$ cat src/rtl/aes_block_assembler_if.sv
// Byte-in / block-out stream bundle between the UART receiver, the
// assembler and the AES core.
interface aes_block_assembler_if #(
   parameter int NBYTES = 16
);
   logic                  in_valid;
   logic [7:0]            in_data;
   logic                  out_valid;
   logic                  out_ready;
   logic [8*NBYTES-1:0]   out_data;

   // master: the environment (receiver + core side)
   modport master (
      output in_valid, in_data, out_ready,
      input  out_valid, out_data
   );

   // slave: the assembler itself
   modport slave (
      input  in_valid, in_data, out_ready,
      output out_valid, out_data
   );
endinterface

$ cat src/rtl/aes_block_assembler.sv
// Packs NBYTES received bytes into one AES block. The shift buffer keeps
// filling while the holding register waits for the core. Sticky flags
// record dropped blocks (overflow) and partial blocks discarded by the
// inter-byte idle timer (timeout_err).
//
// state | meaning
// ------+-------------------------------------------------
// EMPTY | holding register free, out_valid = 0
// FULL  | holding register has a complete block, out_valid = 1
module aes_block_assembler #(
   parameter int NBYTES      = 16,
   parameter int TIMEOUT_CYC = 4096
) (
   input  logic                      clk,
   input  logic                      rstn,
   aes_block_assembler_if.slave      bus,
   output logic [$clog2(NBYTES):0]   byte_cnt,
   output logic                      overflow,
   output logic                      timeout_err,
   input  logic                      clr_err
);
   localparam int W  = 8 * NBYTES;
   localparam int CW = $clog2(NBYTES) + 1;
   localparam int TW = $clog2(TIMEOUT_CYC);
   localparam logic [CW-1:0] LAST_CNT = CW'(NBYTES - 1);
   localparam logic [TW-1:0] TMAX     = TW'(TIMEOUT_CYC - 1);

   typedef enum logic {EMPTY = 1'b0, FULL = 1'b1} state_t;

   state_t          state_q, state_d;
   // Only NBYTES-1 bytes need storing: the last byte of a block goes
   // straight from in_data into the holding register.
   logic [W-9:0]    sbuf_q, sbuf_d;
   logic [W-1:0]    out_data_q, out_data_d;
   logic [CW-1:0]   byte_cnt_q, byte_cnt_d;
   logic [TW-1:0]   timer_q, timer_d;
   logic            overflow_q, overflow_d;
   logic            timeout_err_q, timeout_err_d;

   logic            handshake;
   logic            complete;
   logic [W-1:0]    block;
   logic            ovf_set;
   logic            to_set;

   assign handshake = (state_q == FULL) && bus.out_ready;
   assign complete  = bus.in_valid && (byte_cnt_q == LAST_CNT);
   assign block     = {sbuf_q, bus.in_data};

   // Next-state: shift buffer, byte counter, idle timer, holding FSM, flags
   always_comb begin
      state_d       = state_q;
      sbuf_d        = sbuf_q;
      out_data_d    = out_data_q;
      byte_cnt_d    = byte_cnt_q;
      timer_d       = timer_q;
      ovf_set       = 1'b0;
      to_set        = 1'b0;

      if (bus.in_valid) begin
         sbuf_d  = block[W-9:0];
         timer_d = '0;
         if (complete) byte_cnt_d = '0;
         else          byte_cnt_d = byte_cnt_q + 1'b1;
      end else if (byte_cnt_q == '0) begin
         timer_d = '0;
      end else if (timer_q == TMAX) begin
         // Stalled partial block: drop it; stale sbuf bytes are shifted
         // out by the next NBYTES-1 bytes before they can be presented.
         byte_cnt_d = '0;
         timer_d    = '0;
         to_set     = 1'b1;
      end else begin
         timer_d = timer_q + 1'b1;
      end

      case (state_q)
         EMPTY: begin
            if (complete) begin
               out_data_d = block;
               state_d    = FULL;
            end
         end
         FULL: begin
            if (complete) begin
               // A handshake in the same cycle frees the slot for the new block.
               if (handshake) out_data_d = block;
               else           ovf_set    = 1'b1;
            end else if (handshake) begin
               state_d = EMPTY;
            end
         end
         default: state_d = EMPTY;
      endcase

      overflow_d    = ovf_set | (overflow_q    & ~clr_err);
      timeout_err_d = to_set  | (timeout_err_q & ~clr_err);
   end

   // State register with asynchronous active-low reset
   always_ff @(posedge clk or negedge rstn) begin
      if (!rstn) begin
         state_q       <= EMPTY;
         sbuf_q        <= '0;
         out_data_q    <= '0;
         byte_cnt_q    <= '0;
         timer_q       <= '0;
         overflow_q    <= 1'b0;
         timeout_err_q <= 1'b0;
      end else begin
         state_q       <= state_d;
         sbuf_q        <= sbuf_d;
         out_data_q    <= out_data_d;
         byte_cnt_q    <= byte_cnt_d;
         timer_q       <= timer_d;
         overflow_q    <= overflow_d;
         timeout_err_q <= timeout_err_d;
      end
   end

   assign bus.out_valid = (state_q == FULL);
   assign bus.out_data  = out_data_q;
   assign byte_cnt      = byte_cnt_q;
   assign overflow      = overflow_q;
   assign timeout_err   = timeout_err_q;
endmodule
$ cat src/flat_wrapper.sv
// flat-port wrapper written by rule: the top's interface ports become plain ports
module aes_block_assembler_flat 
#(
   parameter int NBYTES      = 16,
   parameter int TIMEOUT_CYC = 4096
)
  (clk, rstn, byte_cnt, overflow, timeout_err, clr_err, bus_in_valid, bus_in_data, bus_out_ready, bus_out_valid, bus_out_data);
  aes_block_assembler_if #(.NBYTES(NBYTES)) bus_i ();
  input  logic clk;
  input  logic rstn;
  output logic [$clog2(NBYTES):0] byte_cnt;
  output logic overflow;
  output logic timeout_err;
  input  logic clr_err;
  input wire logic [$bits(bus_i.in_valid)-1:0] bus_in_valid;
  input wire logic [$bits(bus_i.in_data)-1:0] bus_in_data;
  input wire logic [$bits(bus_i.out_ready)-1:0] bus_out_ready;
  output wire logic [$bits(bus_i.out_valid)-1:0] bus_out_valid;
  output wire logic [$bits(bus_i.out_data)-1:0] bus_out_data;
  assign bus_i.in_valid = bus_in_valid;
  assign bus_i.in_data = bus_in_data;
  assign bus_i.out_ready = bus_out_ready;
  assign bus_out_valid = bus_i.out_valid;
  assign bus_out_data = bus_i.out_data;
  aes_block_assembler #(.NBYTES(NBYTES), .TIMEOUT_CYC(TIMEOUT_CYC)) u_core (.clk(clk), .rstn(rstn), .bus(bus_i), .byte_cnt(byte_cnt), .overflow(overflow), .timeout_err(timeout_err), .clr_err(clr_err));
endmodule
$ cat config.mk
export PLATFORM = sky130hd
export DESIGN_NAME = aes_block_assembler_flat
export DESIGN_NICKNAME = d
export VERILOG_FILES = /design/src/rtl/aes_block_assembler_if.sv /design/src/rtl/aes_block_assembler.sv /design/src/flat_wrapper.sv
export SDC_FILE = /design/constraint.sdc
export NUM_CORES = 1
export LEC_CHECK = 0
export ABC_AREA = 1
export CELL_PAD_IN_SITES_DETAIL_PLACEMENT = 0
export CELL_PAD_IN_SITES_GLOBAL_PLACEMENT = 1
export CORE_MARGIN = 4
export CORE_UTILIZATION = 42
export DETAILED_ROUTE_END_ITERATION = 8
export PLACE_DENSITY_LB_ADDON = 0.1
export SKIP_LAST_GASP = 1
export SYNTH_ARGS = -nofsm -noshare
export SYNTH_HDL_FRONTEND = slang
export SYNTH_SLANG_ARGS = --single-unit
$ cat constraint.sdc
create_clock -name clk -period 2.02 [get_ports clk]
set_clock_uncertainty 0.1 [all_clocks]
set_input_delay 0.303 -clock clk [delete_from_list [all_inputs] [get_ports clk]]
set_output_delay 0.303 -clock clk [all_outputs]
set_load 0.005 [all_outputs]
==> metrics list, run 1 <==
- Die outline area: 0.0281 mm²
* Fin Setup TNS: 0 ns
* Global-route wire length before repair: 38.0 mm
- The number of global-route vias before repair is 7246.
* Share of flip-flops with an asynchronous set or reset after synthesis: 1.00
- By instance count, the leading cell after synthesis is sky130_fd_sc_hd__nand2_1.
- Register area share after synthesis: 0.627
* Largest delay share family, worst path: buffers and inverters
* Top Metal Used: met4
* Slew Limit Fails: 0
* Most area-consuming cells after synthesis: sky130_fd_sc_hd__dfrtp_1 (63%), sky130_fd_sc_hd__nand2_1 (9.7%), sky130_fd_sc_hd__o21ai_2 (8.9%)
* Tot Pwr: 16300 µW
* Final design utilization: 0.537
- In this run the tightest slew margin relative to its limit is 0.639.
* Remaining global-route overflow: 0
* Transition time of the tightest slew-check pin: 0.541 ns
* Min-Delay Path Class: primary input to asynchronous set/reset pin
* Number of sinks on the clock net: 268
* Synth-to-Final Area Change: 26.1%
* Cell Area, Synth: 0.0107 mm²
- Synthesis handed over a netlist of 1046 instances.
* Initial antenna violation count: 0
- In this run the number of H-tree levels came out at 1.
* Outcome: complete, no violations
- Setup violations remaining at the end of the flow were counted as 0.
- Multiplexer share of the synthesized area: 0
- Initial core utilization: 0.426
- Die span in x: 168 µm
- In this run the number of cells on the critical path is 1.
- Worst path max stage delay: 0.55 ns
* Number of synthesized register bits: 268
- The first routing iteration left 322 violations.
- The startpoint identified for the worst register-to-register timing path is u_core.byte_cnt[1]$_DFFE_PN0P_.
- Main combinational cell family by area after synthesis: compound AO/OA/AOI/OAI gates
* Post-detailed-route wirelength per cell: 14.4 µm
- The worst register-to-register path ends at u_core.bus.out_data[10]$_DFFE_PN0P_.
* Worst path setup slack after routing: 0.0857 ns
- The net count of the finished layout is 1212.
- Total detailed-routing wirelength: 22.2 mm
- Clock latency on the worst-skew pair: 0.52 ns
- Met3 Wirelength: 1.06 mm
* Max Buffers Root-to-Sink: 3
- Fraction of layout cells with a size suffix above 1: 0.149
- Largest net degree at the start of global routing: 113
- DRC Markers: 0
- Via total after detailed routing: 7119
* Post-synthesis cell type with the largest combined area: sky130_fd_sc_hd__dfrtp_1
- Final antenna diode count: 0
- Synth cell count leaders: sky130_fd_sc_hd__nand2_1 (275), sky130_fd_sc_hd__dfrtp_1 (268), sky130_fd_sc_hd__inv_1 (140)
* Register-to-register path setup slack: 0.19 ns
- CTS tree: done
* Post-Synth XOR/XNOR Area: 0.00492
- Derived from the worst setup path, the maximum achievable clock frequency is 0.517 GHz.
- For this run, the leading register cell type out of synthesis is sky130_fd_sc_hd__dfrtp_1.
* Netlist cell types: 25
- Counting flops with a built-in enable in the synthesized netlist gives 0.
* Setup repair after global routing missed its margin: false
- Of the available clock period, the critical path in the final layout requires 0.958.
- The synthesized-area fraction occupied by ao, oa, aoi and oai cells is 0.160.
- Crit-path max FO: 7
- Post-synthesis net count: 1062
* Synthesized area per cell: 10.2 µm²
* Area share of the leading cell type in the synthesized netlist: 0.627
* Category of the worst setup path capture point: output pin
- Adder-cell share of the synthesized area: 0.00351
- Max-cap violation count: 0
- Together, buffers and inverters on the worst path number 1.
* Count of cells along the worst register-to-register path: 8
* Number of buffers inserted during clock tree synthesis: 29
* Buffer cell driving the clock tree root: sky130_fd_sc_hd__clkbuf_16
* Post-CTS Resized: 0
- During I/O placement, the number of pins put on the boundary was 149.
- The count of buffers added on input and output ports is 148.
- Dividing the detail-routed via count by the number of cells gives 4.62.
- The worst setup path is of the register to output pin kind.
- In this run the post-CTS setup repair buffer count came out at 0.
- After clock tree synthesis, the clock-pin slew on the worst setup and hold paths is 0.06 ns.
- Synthesized-area fraction occupied by and/or/nand/nor cells: 0.115
- First-pass detailed-route iteration total: 6
- After layout, the minimum clock period comes to 1.93 ns.
- Largest voltage drop on the vdd net: 729 µV
- Placer's final routability congestion estimate: 0.712
- Final hold viol count: 0
* Series of cell instances along the critical path: clkdlybuf4s50_1
- Detailed routing placed a total of 10.6 mm of wire on met2.
- The detailed router put a total of 10.1 mm of wire on met1.
- Pwr dens: 1210 mW/mm²
- At the placement stage, the worst setup path has a slack of 0.155 ns.
- FP Rows: 58
* Cell with the largest stage delay on the worst path: sky130_fd_sc_hd__clkdlybuf4s50_1
* LEAKAGE: 0.00615 µW
* Yosys synthesis warning count: 0
- Summed over all nets, the half-perimeter wirelength after detailed placement is 15.0 mm.
- All-Layer GR Usage: 0.162
- Core region area: 0.0251 mm²
* Element type at the critical path start: register
* Die boundary height: 168 µm
- Final ANT Viol Nets: 0
- Data arrives at the worst endpoint at 1.53 ns.
* Hold Worst Slack: 0.242 ns
- Critical path required time: 1.62 ns
where the power goes:
part           internal, µW  total (µW)  switching (µW)
Sequential             6570        7350             774
Combinational          2170        3790            1620
Clock                  3140        5120            1980
flip-flops by register name, indices dropped and copies added (netlist names):
| name | flops |
|---|---|
| u_core.bus.out_data | 128 |
| u_core.bus.out_valid | 1 |
| u_core.byte_cnt | 5 |
| u_core.overflow | 1 |
| u_core.sbuf_q | 120 |
| u_core.timeout_err | 1 |
| u_core.timer_q | 12 |
placed cells by master (no fill, tap or decap), types with 11 or more instances in the layout:
cell type | Yosys | final
sky130_fd_sc_hd__clkdlybuf4s50_1 | 0 | 146
sky130_fd_sc_hd__nor2_1 | 20 | 20
sky130_fd_sc_hd__inv_1 | 140 | 140
sky130_fd_sc_hd__dfrtp_1 | 268 | 268
sky130_fd_sc_hd__o21ai_1 | 11 | 11
sky130_fd_sc_hd__nand2_1 | 275 | 275
sky130_fd_sc_hd__o21ai_2 | 109 | 109
sky130_fd_sc_hd__clkbuf_16 | 0 | 29
sky130_fd_sc_hd__buf_12 | 0 | 15
sky130_fd_sc_hd__o21ai_0 | 131 | 131
worst max path at each step:
| stage | from | end |
|---|---|---|
| finish | u_core.byte_cnt[2]$_DFFE_PN0P_ | byte_cnt[2] |
| global route | u_core.byte_cnt[2]$_DFFE_PN0P_ | byte_cnt[2] |
| CTS | u_core.byte_cnt[2]$_DFFE_PN0P_ | byte_cnt[2] |
| detailed placement | bus_out_ready | u_core.bus.out_data[10]$_DFFE_PN0P_ |
| global placement | bus_out_ready | u_core.bus.out_data[10]$_DFFE_PN0P_ |
| floorplan | u_core.byte_cnt[0]$_DFFE_PN0P_ | u_core.bus.out_data[49]$_DFFE_PN0P_ |
logic make-up (layout without fill, tap and decap cells):
kind of cell / count (synthesis) / after routing
AOI/OAI and AO/OA: 258 / 258
xor gates and xnor gates: 6 / 6
adders and majority gates: 3 / 3
buffers and inverters: 197 / 362
DFF: 268 / 268
and+or+nand+nor: 314 / 314
area by class of cell:
cell class | count | area [µm²]
fillers | 2316 | 11600
flip-flops and latches | 268 | 6710
multi-input cells | 581 | 3030
repair buffers | 174 | 1880
clock buffers | 44 | 862
inverters | 142 | 533
well taps | 330 | 413
clock inverters | 2 | 60.1
metrics by stage:
stage	cells	area, µm²
6_report	1541	13500
5_1_grt	1541	13500
4_1_cts	1541	13500
3_5_place_dp	1493	12500
3_3_place_gp	1493	12500
2_1_floorplan	1046	10700
routing by layer:
layer	GRT usage	vias to the layer above
met5	0	-
met4	0.0318	0
met3	0.0364	31
met2	0.269	118
met1	0.222	3389
li1	-	3581
repair_timing:
action                                  in CTS  in global routing
endpoints found under the setup margin       0                  0
hold buffers                                 2                  0
endpoints found under the hold margin       58                  0
(Power assumes the default switching activity.)
==> inputs of run 2 (changes only) <==
CELL_PAD_IN_SITES_DETAIL_PLACEMENT = unset   (was 0)
CELL_PAD_IN_SITES_GLOBAL_PLACEMENT = unset   (was 1)
CORE_UTILIZATION = 45   (was 42)
PLACE_DENSITY = 0.68   (was unset)
PLACE_DENSITY_LB_ADDON = unset   (was 0.1)
REMOVE_ABC_BUFFERS = 1   (was unset)
==> run 2 against run 1 <==
Against the previous run:
- combinational power barely moved
- total power fell by 1.2%
- final area fell by 0.27%
- die area fell by 6.4%
- first-iteration DRC count rose by 24%
- clock-buffer cell count did not move
- setup slack got worse by 0.00088 ns
- worst hold slack got worse by 0.048 ns
- sequential share of layout area rose by 0.13 points
- non-clock buffer count did not move
- final cell count fell by 0.39%
- wire length fell by 11%
==> metrics list, run 2 (synthesis gave the netlist of run 1 again) <==
* Outcome: complete, no violations
- The all-layer global routing usage came to 0.154 (-0.00835).
- Clock latency on the worst-skew pair: 0.52 ns (about the same)
- I/O Buffers: 148 (unchanged)
- TritonCTS built the clock tree.
- Worst path setup slack after routing: 0.0848 ns (-0.000880 ns)
* Top-level port count: 149 (unchanged)
- Remaining global-route overflow: 0 (unchanged)
- The worst setup path is captured at an output pin.
- Post-Layout Inst Area: 0.0134 mm² (-0.27%)
- The number of antenna-violating nets in the routed design came to 0 (unchanged).
* Max-cap violation count: 0 (unchanged)
* Worst-path clk slew: 0.06 ns (about the same)
- The library cell used most frequently in the layout, excluding fill and tap cells, is sky130_fd_sc_hd__nand2_1.
- Element type at the critical path start: register
- Number of H-tree levels: 1 (unchanged)
* Worst relative slew slack: 0.663 (+0.0239)
- Arrival @ worst endpoint: 1.53 ns (about the same)
* Die outline area: 0.0263 mm² (-6.4%)
- The depth of the most critical reg-to-reg path is 8 (unchanged).
- In this run the critical register-to-register path is launched from u_core.byte_cnt[1]$_DFFE_PN0P_.
- The starting density of the core is 0.457 (+0.0310).
- Net count, final: 1211 (-0.083%)
- The number of diodes is 0 (unchanged).
* Initial antenna violation count: 0 (unchanged)
- Die boundary height: 162 µm (-3.2%)
- Worst path max stage delay: 0.54 ns (about the same)
- The routed length per placed instance came to 12.8 µm (-11%).
* Commonest cells after routing, fill and taps aside: sky130_fd_sc_hd__nand2_1 (275), sky130_fd_sc_hd__dfrtp_1 (268), sky130_fd_sc_hd__clkdlybuf4s50_1 (146)
- Time the final worst path needs with I/O delays and setup: 1.94 ns (+0.000880 ns)
- The max-slew violation count was 0 (unchanged).
- Global-route wire length before repair: 34.1 mm (-10%)
- The number of buffers added by the clock tree synthesis step came to 28 (-3.4%).
- First-pass detailed-route iteration total: 4 (-2)
* Core region area: 0.0234 mm² (-6.8%)
* Critical path class: register to output pin
- Largest delay share family, worst path: buffers and inverters
* Min-Delay Path Class: primary input to asynchronous set/reset pin
* Setup repair after global routing missed its margin: false
* Buffer cell driving the clock tree root: sky130_fd_sc_hd__clkbuf_16
- Post-placement cell area: 0.0125 mm² (-0.21%)
- The number of buffers on the longest clock path was 3 (unchanged).
* Critical path required time: 1.62 ns (about the same)
* Largest net degree at the start of global routing: 89 (-21%)
- Via total after detailed routing: 6973 (-2.1%)
- The final clock period utilization by the worst path came to 0.958 (about the same).
- FP Rows: 56 (-3.4%)
- The flip-flop count of the largest register after layout is 128 (unchanged).
- Transition time of the tightest slew-check pin: 0.505 ns (-0.0358 ns)
- The utilization of the core after routing is 0.575 (+0.0376).
- The number of buffers and inverters on the critical path is 1 (unchanged).
- The post-CTS setup buffer count came to 0 (unchanged).
- Cell with the largest stage delay on the worst path: sky130_fd_sc_hd__clkdlybuf4s50_1
- Count of fill cells added during filler insertion: 2079 (-10%)
* Maximum operating frequency: 0.517 GHz (about the same)
- Final hold viol count: 0 (unchanged)
- The vias per cell came to 4.54 (-1.7%).
* Worst slack at placement: 0.196 ns (+0.0411 ns)
- The overall die width came to 162 µm (-3.2%).
* Fraction of layout cells with a size suffix above 1: 0.152 (+0.00267)
- Final count of negative-setup-slack endpoints: 0 (unchanged)
- Total detailed-routing wirelength: 19.6 mm (-11%)
- The number of global-route vias before repair was 6935 (-4.3%).
- The peak ir drop on the vdd network is 755 µV (+3.6%).
- Tot Pwr: 16100 µW (-1.2%)
- The final estimated routing congestion in global placement is 0.743 (+4.4%).
* Synth-to-Final Area Change: 25.8%
* Crit-path max FO: 7 (unchanged)
- Tracing the worst setup path back leads to its startpoint at u_core.byte_cnt[2]$_DFFE_PN0P_.
* Number of sinks on the clock net: 268 (unchanged)
- DRC Markers: 0 (unchanged)
- Drt initial violations: 398 (+24%)
* Critical Path Stages: 1 (unchanged)
- Pwr dens: 1190 mW/mm² (-0.97%)
* RR Endpoint: u_core.bus.out_data[4]$_DFFE_PN0P_
- Half-perimeter wire length after placement: 13.3 mm (-12%)
- The reg-to-reg setup timing slack is 0.23 ns (+0.04 ns).
- LEAKAGE: 0.00615 µW (about the same)
* Series of cell instances along the critical path: clkdlybuf4s50_1
## run 2: final cells by class
class	count	area [µm²]	area share
clock buffer	44	852	0.0634
clock inverter	7	60.1	0.00447
inverter	142	533	0.0396
timing repair buffer	174	1860	0.139
sequential	268	6710	0.499
tap	319	399	0.0297
multi-input combinational	581	3030	0.225
## run 2: metal layers
layer / vias to the layer above / track usage / wire (µm)
li1: 3601 / - / -
met1: 3212 / 0.218 / 9230
met2: 135 / 0.237 / 8660
met3: 25 / 0.0454 / 1450
met4: 0 / 0.0346 / 298
met5: - / 0 / 0
## run 2: worst max path at each step
stage,to,slack [ns]
2_1_floorplan,u_core.bus.out_data[91]$_DFFE_PN0P_,-1.53
3_3_place_gp,u_core.bus.out_data[93]$_DFFE_PN0P_,0.23
3_5_place_dp,u_core.bus.out_data[4]$_DFFE_PN0P_,0.20
4_1_cts,byte_cnt[2],0.05
5_1_grt,byte_cnt[2],0.01
6_report,byte_cnt[2],0.08
## run 2: metrics by stage
stage,TNS (ns),hold slack [ns],std cells
floorplan,-186.39,-0.0926,991
global placement,0,0.143,1482
detailed placement,0,0.143,1482
CTS,0,0.183,1535
global route,0,0.222,1535
finish,0,0.193,1535
## run 2: repair_timing
action	4_1_cts	5_1_grt
hold buffers	2	0
endpoints found under the hold margin	270	0
gates resized for setup	0	0
## run 2: where the power goes
group          internal (µW)  switching (µW)  leakage (µW)
Combinational           2170            1620       0.00211
Clock                   3010            1980      0.000455
Sequential              6570             710       0.00359
==> inputs of run 3 (changes only) <==
ABC_AREA = unset   (was 1)
CORE_MARGIN = 1.5   (was 4)
==> run 3 against run 2 <==
Against the previous run:
- via count decreased by 21%
- sequential share of layout area rose by 2.1 points
- clock-buffer cell count down 8
- sequential power is 18% higher
- the run now ends with DRC left
- worst hold slack got worse by 0.059 ns
==> metrics list, run 3 <==
- Outcome: finished with violations
- Part of the total power dissipated in sequential elements: 0.477 (+0.024)
- Flip-flop count of the largest register, all copies and words added: 128 (unchanged)
* Pwr dens: 1390 mW/mm² (+16%)
- Ranked by total cell area, the synthesized netlist is headed by sky130_fd_sc_hd__dfrtp_1 (66%), sky130_fd_sc_hd__mux2_2 (28%), sky130_fd_sc_hd__buf_6 (1.1%).
* Worst path max stage delay: 0.64 ns (+0.10 ns)
- Max-cap violation count: 0 (unchanged)
- Transition time of the tightest slew-check pin: 0.430 ns (-0.0745 ns)
* Half-perimeter wire length after placement: 12.0 mm (-9.4%)
- Die outline area: 0.0235 mm² (-11%)
- The vias per cell was 5.04 (+11%).
- TritonCTS built the clock tree.
- The number of placement rows is 54 (-3.6%).
- DRC Markers: 8 (+8)
- Crit-path max FO: 6 (-1)
- Net count, final: 807 (-33%)
* Final ANT Viol Nets: 0 (unchanged)
- The mean area per synthesized cell is 16.3 µm² (+60%).
* Cell with the largest stage delay on the worst path: sky130_fd_sc_hd__or4_1
- The reg-to-reg setup timing slack was 0.09 ns (-0.14 ns).
- The required time reported for the critical path endpoint was 2.31 ns (+0.69 ns).
- Fraction of layout cells with a size suffix above 1: 0.396 (+0.244)
- Buffer cell driving the clock tree root: sky130_fd_sc_hd__clkbuf_16
- The area growth from synthesis to layout is 27.1%.
* Gate count after technology mapping: 623 (-40%)
- STA classifies the critical path endpoint as a register.
- Yosys synthesis warning count: 0 (unchanged)
- The sequential standard cell area was 0.00671 mm² (unchanged).
- Slew Limit Fails: 0 (unchanged)
- The worst hold margin came to 0.134 ns (-0.0593 ns).
- # placed instances: 1041 (-30%)
* Core region area: 0.0220 mm² (-6.2%)
- Vias in the first global route: 5987 (-14%)
* Total detailed-routing wirelength: 18.3 mm (-6.8%)
- The number of antenna violations at the first check in global routing is 0 (unchanged).
* Top-level port count: 149 (unchanged)
* Share of flip-flops with an asynchronous set or reset after synthesis: 1.00 (unchanged)
- Element type at the critical path start: register
- I/O Buffers: 148 (unchanged)
* LEAKAGE: 0.00587 µW (-4.5%)
- Netlist cell types: 30 (+20%)
- Area share of the leading cell type in the synthesized netlist: 0.660 (+0.0330)
* Largest voltage drop on the vdd net: 723 µV (-4.2%)
- Number of synthesized register bits: 268 (unchanged)
* Number of H-tree levels: 1 (unchanged)
- The floorplan die height is 153 µm (-5.5%).
- Final hold viol count: 0 (unchanged)
- Post-synthesis cell type with the largest combined area: sky130_fd_sc_hd__dfrtp_1
- Maximum operating frequency: 0.517 GHz (about the same)
- Commonest cells after routing, fill and taps aside: sky130_fd_sc_hd__dfrtp_1 (268), sky130_fd_sc_hd__mux2_2 (248), sky130_fd_sc_hd__clkdlybuf4s50_1 (146)
* Number of enable-type register cells in the synthesized netlist: 0 (unchanged)
- Max Buffers Root-to-Sink: 3 (unchanged)
* Register area share after synthesis: 0.660 (+0.0330)
- The post-route non-filler standard cell count came to 1091 (-29%).
- Remaining global-route overflow: 0 (unchanged)
* Number of buffers inserted during clock tree synthesis: 27 (-3.6%)
- The number of DRC markers in iteration 0 is 199 (-50%).
- The total standard cell area after synthesis is 0.0102 mm² (-5.0%).
* Worst-path clk slew: 0.06 ns (about the same)
- Synth cell count leaders: sky130_fd_sc_hd__dfrtp_1 (268), sky130_fd_sc_hd__mux2_2 (248), sky130_fd_sc_hd__buf_2 (16)
- The routed via count is 5495 (-21%).
- The final clock period utilization by the worst path is 0.957 (about the same).
- The insertion delay to the later sink of the worst-skew pair is 0.51 ns (about the same).
- The starting density of the core is 0.462 (+0.00570).
- All-Layer GR Usage: 0.163 (+0.00920)
- Setup repair after global routing missed its margin: true
- The final estimated routing congestion in global placement came to 0.753 (+1.3%).
* Number of sinks on the clock net: 268 (unchanged)
- The global-route wire length before repair was 31.4 mm (-7.9%).
* Arrival @ worst endpoint: 2.22 ns (+0.69 ns)
- Time the final worst path needs with I/O delays and setup: 1.93 ns (-0.00136 ns)
- The number of diodes is 0 (unchanged).
- Die span in x: 153 µm (-5.5%)
- The routed length per placed instance was 16.8 µm (+31%).
* First-pass detailed-route iteration total: 6 (+2)
- The multi-input gate area in the final layout is 0.00325 mm² (+7.1%).
- Largest delay share family, worst path: simple AND/OR/NAND/NOR gates
- The tightest min-delay check is of the primary input to register type.
* Most frequent cell after synthesis: sky130_fd_sc_hd__dfrtp_1
- The largest net degree at the start of global routing is 70 (-21%).
- The internal power of the cells is 13400 µW (+14%).
- The worst slew margin relative to its limit came to 0.710 (+0.0470).
- The post-CTS setup buffer count came to 0 (unchanged).
* Final count of negative-setup-slack endpoints: 0 (unchanged)
- Leaving out fill and tap cells, the most frequent cell in the layout is sky130_fd_sc_hd__dfrtp_1.
* Critical path class: register to register
- The most used flip-flop cell after synthesis is sky130_fd_sc_hd__dfrtp_1.
- The utilization of the core after routing is 0.588 (+0.0134).
- The net switching power is 4580 µW (+6.3%).
* Clock power share: 0.264 (-0.046)
* Series of cell instances along the critical path: ha_1, nand2_1, or4_1, o211ai_1, o21ai_1
- Fin Setup TNS: 0 ns (unchanged)
- Count of fill cells added during filler insertion: 1732 (-17%)
- Failing checks: DRC
- Logic gate share of total power: 0.258 (+0.022)
* Switching power as a share of total power: 0.255 (-0.0131)
- Worst path buffer plus inverter count: 0 (-1)
run 3: cell count changes after synthesis, sizes merged, moves of 3 or more:
cell,change
nand2,-264
mux2,+248
o21ai,-246
inv,-137
clkbuf,-16
buf,-10
nor2,-8
nand3,-6
xnor2,+4
nor4,+3
run 3: cells by family after synthesis:
kind of cell	after synthesis	share of synthesized area
compound gates	14	0.00813
buf+inv	34	0.0219
mux	249	0.276
fa+ha+maj	3	0.00370
simple gates	46	0.0221
xor+xnor	9	0.00776
flops	268	0.660
run 3: final timing paths:
check | start | to | cells past startpoint
max in group asynchronous | rstn | u_core.sbuf_q[92]$_DFFE_PN0P_ | 3
min in group asynchronous | rstn | u_core.bus.out_data[33]$_DFFE_PN0P_ | 2
hold / removal | bus_in_valid | u_core.sbuf_q[37]$_DFFE_PN0P_ | 2
setup reg to reg | u_core.timer_q[0]$_DFF_PN0_ | u_core.byte_cnt[0]$_DFFE_PN0P_ | 5
hold reg to reg | u_core.bus.out_data[45]$_DFFE_PN0P_ | u_core.bus.out_data[45]$_DFFE_PN0P_ | 1
setup / recovery | u_core.timer_q[0]$_DFF_PN0_ | u_core.byte_cnt[0]$_DFFE_PN0P_ | 5
run 3: layout make-up:
class	count	share of cell area
repair buffers	168	0.135
clock buffers	36	0.0588
inverters	5	0.00145
well taps	280	0.0271
clock inverters	13	0.00717
flip-flops and latches	268	0.519
multi-input cells	321	0.251
run 3: power by group through the flow:
stage | combinational (µW) | clock [µW] | sequential [µW]
6_report | 4630 | 4750 | 8570
5_1_grt | 5010 | 5120 | 8870
4_1_cts | 4730 | 4890 | 8590
3_5_place_dp | 4700 | 0 | 8670
3_3_place_gp | 4550 | 0 | 8530
2_1_floorplan | 1950 | 0 | 8400
run 3: what timing repair did:
action / in CTS / in global routing
setup endpoints to repair: 0 / 7
hold buffers: 1 / 0
endpoints found under the hold margin: 92 / 0
resized for setup: 0 / 2
run 3: per-stage QoR:
stage | total power, µW | setup slack, ns | cell area, µm²
finish | 17900 | 0.0861 | 12900
global route | 19000 | -0.00632 | 12900
CTS | 18200 | 0.0674 | 12900
detailed placement | 13400 | 0.0365 | 12000
global placement | 13100 | 0.0439 | 12000
floorplan | 10400 | -3.16 | 9950
run 3: per-layer routing:
metal  part of all wire  vias to the layer above  GRT usage
li1                   -                     2533          -
met1               0.44                     2834      0.212
met2               0.50                      104      0.279
met3              0.044                       24     0.0298
met4              0.018                        0     0.0481
met5                  0                        -          0
